--- src/rtl/conveng_pkg.sv ---
// Shared types and defaults for the convolution datapath window assembler.
package conveng_pkg;

   localparam int N_DEF  = 3;
   localparam int PB_DEF = 8;
   localparam int CH_DEF = 2;

   typedef logic   [PB_DEF-1:0] pixel_t;
   typedef pixel_t [CH_DEF-1:0] beat_t;
   typedef beat_t  [N_DEF-1:0]  window_t;

   // Width needed to carry a stride value 0..n.
   function automatic int stride_width(input int n);
      return $clog2(n) + 1;
   endfunction

endpackage

--- src/rtl/window_sipo_win_shift_reg.sv ---
// N-slot beat shift register with a saturating fill counter; exposes the
// post-shift window so the parent can register it in the same cycle.
module win_shift_reg #(
   parameter int N  = 3,
   parameter int BW = 16
) (
   input  logic            clk,
   input  logic            rst,
   input  logic            shift,
   input  logic            clr_fill,
   input  logic [BW-1:0]   din,
   output logic [N*BW-1:0] window_next,
   output logic            full_next,
   output logic            fill_empty
);

   localparam int FW = $clog2(N + 1);

   logic [N*BW-1:0] window;
   logic [FW-1:0]   fill;
   logic [FW-1:0]   fill_next;

   assign window_next = shift ? {din, window[N*BW-1:BW]} : window;
   assign fill_empty  = (fill == '0);

   always_comb begin
      fill_next = fill;
      if (shift && (fill != FW'(N)))
         fill_next = fill + FW'(1);
   end

   assign full_next = (fill_next == FW'(N));

   always_ff @(posedge clk) begin
      if (rst) begin
         window <= '0;
         fill   <= '0;
      end else begin
         window <= window_next;
         if (clr_fill)
            fill <= '0;
         else
            fill <= fill_next;
      end
   end

endmodule

--- src/rtl/window_sipo.sv ---
// Serial-in/parallel-out N-tap window assembler with programmable stride and
// row-aware handshakes. Optional out_idx port under WINDOW_SIPO_IDX_EN.
module window_sipo
   import conveng_pkg::*;
#(
   parameter int N  = N_DEF,
   parameter int PB = PB_DEF,
   parameter int CH = CH_DEF,
   parameter int SW = stride_width(N)
) (
   input  logic              clk,
   input  logic              rst,
   input  logic [SW-1:0]     stride,
   input  logic [CH*PB-1:0]  in_data,
   input  logic              in_valid,
   input  logic              in_last,
   output logic              in_ready,
   output logic [N*CH*PB-1:0] out_data,
   output logic              out_valid,
   output logic              out_last,
   input  logic              out_ready
`ifdef WINDOW_SIPO_IDX_EN
   ,output logic [15:0]      out_idx
`endif
);

   localparam int BW = CH * PB;

   logic            accept;
   logic            emit;
   logic            full_next;
   logic            fill_empty;
   logic [N*BW-1:0] window_next;
   logic [SW-1:0]   stride_c;
   logic [SW-1:0]   eff_stride;
   logic [SW-1:0]   phase;

   assign in_ready = !out_valid || out_ready;
   assign accept   = in_valid && in_ready;
   // Phase is tested before its own decrement so stride s yields s-1 skipped beats.
   assign emit     = accept && full_next && (phase == '0);

   always_comb begin
      stride_c = stride;
      if (stride == '0)
         stride_c = SW'(1);
      else if (int'(stride) > N)
         stride_c = SW'(N);
   end

   win_shift_reg #(
      .N  (N),
      .BW (BW)
   ) u_shift (
      .clk         (clk),
      .rst         (rst),
      .shift       (accept),
      .clr_fill    (accept && in_last),
      .din         (in_data),
      .window_next (window_next),
      .full_next   (full_next),
      .fill_empty  (fill_empty)
   );

   always_ff @(posedge clk) begin
      if (rst) begin
         eff_stride <= SW'(1);
         phase      <= '0;
      end else if (accept) begin
         if (fill_empty)
            eff_stride <= stride_c;
         if (in_last)
            phase <= '0;
         else if (emit)
            phase <= eff_stride - SW'(1);
         else if (phase != '0)
            phase <= phase - SW'(1);
      end
   end

   always_ff @(posedge clk) begin
      if (rst) begin
         out_data  <= '0;
         out_valid <= 1'b0;
         out_last  <= 1'b0;
      end else if (emit) begin
         out_data  <= window_next;
         out_valid <= 1'b1;
         out_last  <= in_last;
      end else if (out_ready) begin
         out_valid <= 1'b0;
         out_last  <= 1'b0;
      end
   end

`ifdef WINDOW_SIPO_IDX_EN
   logic [15:0] idx_cnt;

   always_ff @(posedge clk) begin
      if (rst) begin
         idx_cnt <= '0;
         out_idx <= '0;
      end else if (accept) begin
         if (emit)
            out_idx <= idx_cnt;
         if (in_last)
            idx_cnt <= '0;
         else if (emit)
            idx_cnt <= idx_cnt + 16'd1;
      end
   end
`endif

endmodule
--- config.mk ---
export PLATFORM = sky130hd
export DESIGN_NAME = window_sipo
export DESIGN_NICKNAME = d
export VERILOG_FILES = /design/src/rtl/conveng_pkg.sv /design/src/rtl/window_sipo_win_shift_reg.sv /design/src/rtl/window_sipo.sv
export SDC_FILE = /design/constraint.sdc
export NUM_CORES = 1
export LEC_CHECK = 0
export CORE_ASPECT_RATIO = 1.4
export CORE_UTILIZATION = 46
export DETAILED_ROUTE_END_ITERATION = 16
export GPL_ROUTABILITY_DRIVEN = 0
export PLACE_DENSITY = 0.73
export RECOVER_POWER = 100
export SYNTH_ARGS = -nofsm -noshare
export SYNTH_HDL_FRONTEND = slang
export SYNTH_SLANG_ARGS = --single-unit
--- constraint.sdc ---
create_clock -name clk -period 2.55 [get_ports clk]
set_input_delay 0.3825 -clock clk [delete_from_list [all_inputs] [get_ports clk]]
set_output_delay 0.3825 -clock clk [all_outputs]
set_load 0.05 [all_outputs]
==> results of run 1 <==
==> layout make-up <==
type,count,share of cell area
inverters,5,0.003843
multi-input cells,239,0.3154
flip-flops and latches,106,0.4348
clock buffers,13,0.05329
well taps,102,0.02613
clock inverters,3,0.004612
repair buffers,79,0.1619
==> worst register-to-register path, stage by stage, from the launching register on <==
cell and delay, ps:
dfxtp_1 390, inv_1 60, ha_1 280, nor3b_2 170, o2111a_4 290, and2_1 170
nor2_1 90, ha_1 200, nor2_1 70, o31ai_2 210, a21boi_1 190, a221oi_1 80
==> power by group <==
part / internal [mW] / switching [mW]
Combinational: 0.182 / 0.321
Sequential: 1.73 / 0.0438
Clock: 0.720 / 0.572
==> flip-flops by register name, summed over array words and instances, names as in the netlist <==
name	cells
out_last	1
u_shift.fill	2
out_data	48
phase	3
eff_stride	3
u_shift.window	48
out_valid	1
==> layer usage <==
metal / part of all wire / wire [µm] / GRT usage
met1: 0.46 / 3542 / 0.2402
met2: 0.49 / 3816 / 0.3122
met3: 0.028 / 213 / 0.03734
met4: 0.018 / 140 / 0.08961
met5: 0 / 0 / 0
==> worst paths after layout <==
check,startpoint,end,slack [ps],cells after the start
setup / recovery,out_ready,out_data[46],190,6
hold / removal,out_data[17],out_data[17],490,2
setup reg to reg,u_shift.fill[1],phase[2],200,11
hold reg to reg,out_data[17],out_data[17],490,2
==> Yosys cell counts, types with 2 or more instances <==
cell type  number
a211o_1         2
a211oi_1       48
a21oi_1         6
buf_2           7
buf_4           8
clkbuf_1       12
dfxtp_1       106
ha_1            3
inv_1           4
mux2i_1        48
nand2_1         2
nor2_1        102
nor2b_1         3
nor3_1          2
==> per-stage QoR <==
| stage | util | worst slack (ps) | area (µm²) | hold WS [ps] | std cells |
|---|---|---|---|---|---|
| 2_1_floorplan | - | 47.98 | 3826 | 455.1 | 378 |
| 3_3_place_gp | 0.5690 | 83.79 | 4609 | 474.5 | 531 |
| 3_5_place_dp | 0.5690 | 35.82 | 4609 | 486.1 | 531 |
| 4_1_cts | 0.6040 | 123.3 | 4892 | 500.8 | 547 |
| 5_1_grt | 0.6029 | 1.297 | 4883 | 522.1 | 547 |
| 6_report | 0.6029 | 190.2 | 4883 | 492.4 | 547 |
==> cells by family (layout without fill, tap and decap cells) <==
group           after synthesis  after routing  synth area share
simple gates                122            122            0.1367
flops                       106            106            0.5546
compound gates               66             66            0.1288
mux                          48             48            0.1256
buf+inv                      33            100           0.04447
fa+ha+maj                     3              3          0.009811
==> flow_summary.json, run 1 <==
{
  "cts-resized-gates": 0,
  "synthDistinctLibCells": 39,
  "slowest_stage": "clkbuf_1",
  "synth.top_cell.area_share": 0.5546,
  "num_rows": 39,
  "ant_nets": 0,
  "async_reset_ff_frac": 0,
  "cts_hold_buf": 0,
  "cts_buffer_depth": 2,
  "ys_seq_elements": 106,
  "worst_pin_slew_ps": 1060,
  "start_util": 0.4724,
  "arrival_ps": 2600,
  "clock-root-buffer": "clkbuf_16",
  "area_delta_synth_final_pct": 27.63,
  "clkTransAtPathRegs_ps": 60,
  "crit_fanout": 13,
  "synth_nets": 405,
  "diodes": 0,
  "max_cap_viol_count": 0,
  "port-buffer-count": 74,
  "synth-seq-area-share": 0.5546,
  "grt_start_max_net_pins": 60,
  "slowest_delay_ps": 810,
  "synth_area_um2": 3826,
  "antenna_found_initial": 0,
  "layout-drive-gt1-share": 0.05393,
  "grt_pass1_vias": 2594,
  "synth_cells": 378,
  "critPathBufInv": 2,
  "setup_tns_ps": 0,
  "cp-start-kind": "input port",
  "period_minus_slack_ps": 2360,
  "multi_input_area_um2": 1540,
  "status": "finished clean",
  "synth_edf_count": 0,
  "path_cells": "clkdlybuf4s50_1, and2b_1, nor2_1, clkbuf_1, mux2i_1, a211oi_1",
  "cts_made_buffers": 9,
  "yosys_warnings": 0,
  "hold_path_class": "reg -> reg",
  "p_total_mw": 3.573,
  "fin_worst_skew_ps": 4.797,
  "hpwl_mm": 5.284,
  "clock-sinks": 106,
  "yosys.area.top_type": "dfxtp_1",
  "p_leak_nw": 2.040,
  "finalWirelength_mm": 7.713,
  "grt_overflow": 0,
  "drtIter0Drc": 145,
  "worstPathRequired_ps": 2790,
  "cts_tree": "built",
  "dieArea_um2": 8692,
  "core_um2": 8100,
  "clk_latency_ps": 340,
  "syn_area_per_cell_um2": 10.12,
  "finalSetupViolations": 0,
  "rsz0062_at_grt": "false",
  "drt_pass1_iterations": 4,
  "grt_util_all_layers": 0.1905,
  "power.density_nw_per_um2": 731.6,
  "grt_pass1_wl_mm": 12.59,
  "die_w_um": 79.08,
  "slew_viol_final": 0,
  "mostFrequentLayoutCells": "105 x dfxtp_1, 103 x nor2_1, 50 x dlygate4sd3_1, 48 x mux2i_1, 48 x a211oi_1",
  "num_vias": 2801,
  "max_freq_mhz": 423.8,
  "cp_top_family": "buffers and inverters",
  "hold_violations": 0,
  "slew-limit-headroom": 0.2936,
  "via_per_inst": 5.121,
  "fillCellCount": 750,
  "ys.flop_type": "dfxtp_1",
  "regArea_um2": 2123,
  "io_pins": 75,
  "final_common_cell": "dfxtp_1",
  "nets": 467,
  "post_cts_buffers": 0,
  "drc_errors": 0,
  "die_h_um": 109.9,
  "endpoint_kind": "register",
  "avgRoutedWirePerCell_um": 14.10,
  "vdd_ir_drop_max_mv": 0.3589,
  "crit_type": "in -> reg",
  "ys_top_cells_by_area": "dfxtp_1 55%, mux2i_1 13%, nor2_1 10%, a211oi_1 9.4%, buf_4 1.6%",
  "fin_crit_sh": 0.9254,
  "htreeDepth": 3
}
No activity file was read; power rests on OpenSTA's default activity.
==> run 2, diff against run 1 <==
PLACE_DENSITY = 0.76   (was 0.73)
SKIP_LAST_GASP = 1   (was unset)
==> run 2 against run 1 <==
  * Die area stayed put
  * Combinational power is 2% higher
  * Register-to-register slack worse by 150 ps
==> flow_summary.json, run 2 (synthesis gave the netlist of run 1 again) <==
{
  "reg2regPathDepth": 11,
  "cp-start-kind": "register",
  "grt_start_max_net_pins": 102,
  "grt_pass1_vias": 2626,
  "cp_top_family": "compound AO/OA/AOI/OAI gates",
  "io_pins": 75,
  "htreeDepth": 3,
  "hold_path_class": "reg -> reg",
  "max_freq_mhz": 400.3,
  "path_cells": "inv_1, ha_1, nor3b_2, o2111a_4, and2_4, nor2_2, ha_2, nor2_1, o31ai_2, a21boi_2, a221oi_2",
  "cts_tree": "built",
  "layout-drive-gt1-share": 0.07350,
  "die_h_um": 109.9,
  "slew-limit-headroom": 0.3210,
  "nets": 471,
  "p_leak_nw": 2.064,
  "worst_pin_slew_ps": 1019,
  "crit_fanout": 5,
  "die_w_um": 79.08,
  "clkTransAtPathRegs_ps": 70,
  "r2r_slack_ps": 50,
  "vdd_ir_drop_max_mv": 0.4450,
  "status": "finished clean",
  "num_rows": 39,
  "period_minus_slack_ps": 2498,
  "endpoint_kind": "register",
  "cts_buffer_depth": 2,
  "placed_area_um2": 4632,
  "drc_errors": 0,
  "critPathBufInv": 1,
  "hpwl_mm": 5.267,
  "area_delta_synth_final_pct": 29.76,
  "r2r_end": "phase[2]",
  "fin_crit_sh": 0.9796,
  "hold_violations": 0,
  "drtIter0Drc": 136,
  "fin_worst_skew_ps": 5.716,
  "finalSetupViolations": 0,
  "final_common_cell": "dfxtp_1",
  "port-buffer-count": 74,
  "diodes": 0,
  "worstPathRequired_ps": 2740,
  "antenna_found_initial": 0,
  "arrival_ps": 2690,
  "grt_overflow": 0,
  "fillCellCount": 716,
  "clk_latency_ps": 340,
  "via_per_inst": 5.156,
  "ant_nets": 0,
  "slowest_delay_ps": 360,
  "whs_ps": 494.2,
  "holdCritStartpoint": "out_data[6]",
  "power.density_nw_per_um2": 756.7,
  "finalWirelength_mm": 7.845,
  "crit-reg2reg-launch": "u_shift.fill[1]",
  "clock-sinks": 106,
  "cts_made_buffers": 9,
  "mostFrequentLayoutCells": "104 x dfxtp_1, 102 x nor2_1, 50 x dlygate4sd3_1, 48 x mux2i_1, 48 x a211oi_1",
  "dieArea_um2": 8692,
  "max_cap_viol_count": 0,
  "grt_util_all_layers": 0.1842,
  "hold_end": "out_data[6]",
  "grt_pass1_wl_mm": 12.32,
  "slew_viol_final": 0,
  "final_area_um2": 4965,
  "core_um2": 8100,
  "start_util": 0.4724,
  "clock-root-buffer": "clkbuf_16",
  "top_regs": "out_data x48, u_shift.window x48",
  "crit_type": "reg -> reg",
  "num_vias": 2841,
  "slowest_stage": "dfxtp_2",
  "avgRoutedWirePerCell_um": 14.24,
  "hold_path_depth": 2,
  "drt_pass1_iterations": 4
}
[run 2: timing repair]
item / CTS / global route
buffers inserted: 0 / 1
pin swaps: 0 / 4
resized for setup: 2 / 8
setup endpoints to repair: 1 / 1
hold buffers: 0 / 0
gates cloned: 0 / 0
[run 2: stage by stage]
step | TNS, ps | cells | worst slack [ps] | utilization | power (mW)
floorplan | 0 | 378 | 47.98 | - | 2.167
global placement | 0 | 534 | 101.4 | 0.5718 | 2.329
detailed placement | -56.00 | 534 | -56.00 | 0.5718 | 2.342
CTS | 0 | 550 | 10.66 | 0.6128 | 3.797
global route | -37.75 | 551 | -37.75 | 0.6129 | 3.885
finish | 0 | 551 | 51.91 | 0.6129 | 3.757
[run 2: how the worst max path moves through the flow]
stage / from / depth (start not counted) / slack (ps) / end
floorplan: out_valid / 11 / 50 / phase[2]
global placement: out_ready / 11 / 100 / phase[2]
detailed placement: out_ready / 11 / -60 / phase[2]
CTS: u_shift.fill[0] / 11 / 10 / phase[2]
global route: u_shift.fill[1] / 11 / -40 / phase[2]
finish: u_shift.fill[1] / 11 / 50 / phase[2]
[run 2: final cells by class]
cell class / count / area (µm²) / area share
Timing Repair Buffer: 83 / 812.0 / 0.1636
Inverter: 5 / 18.77 / 0.003780
Multi-Input combinational cell: 239 / 1558 / 0.3138
Clock buffer: 12 / 246.5 / 0.04965
Clock inverter: 4 / 75.07 / 0.01512
Tap cell: 102 / 127.6 / 0.02571
Sequential cell: 106 / 2127 / 0.4284
[run 2: power breakdown]
group	switching [mW]	internal, mW	leakage (nW)
Sequential	0.0430	1.73	0.864
Clock	0.581	0.888	0.149
Combinational	0.326	0.186	1.05
Total	0.950	2.81	2.06
[run 2: worst reg2reg max path, stage by stage (launching register included)]
cell and delay, ps:
dfxtp_2 360, inv_1 50, ha_1 300, nor3b_2 170
o2111a_4 310, and2_4 160, nor2_2 100, ha_2 200
nor2_1 60, o31ai_2 310, a21boi_2 250, a221oi_2 90
[run 2: layer usage]
layer | up-vias | GRT usage | part of all wire
li1 | 1445 | - | -
met1 | 1317 | 0.2282 | 0.45
met2 | 56 | 0.2999 | 0.48
met3 | 23 | 0.03817 | 0.033
met4 | 0 | 0.09740 | 0.033
met5 | - | 0 | 0
==> run 3, diff against run 2 <==
SKIP_LAST_GASP = unset   (was 1)
==> results of run 3 <==
Same layout as run 2: the final DEF is identical, and so are final timing and power.
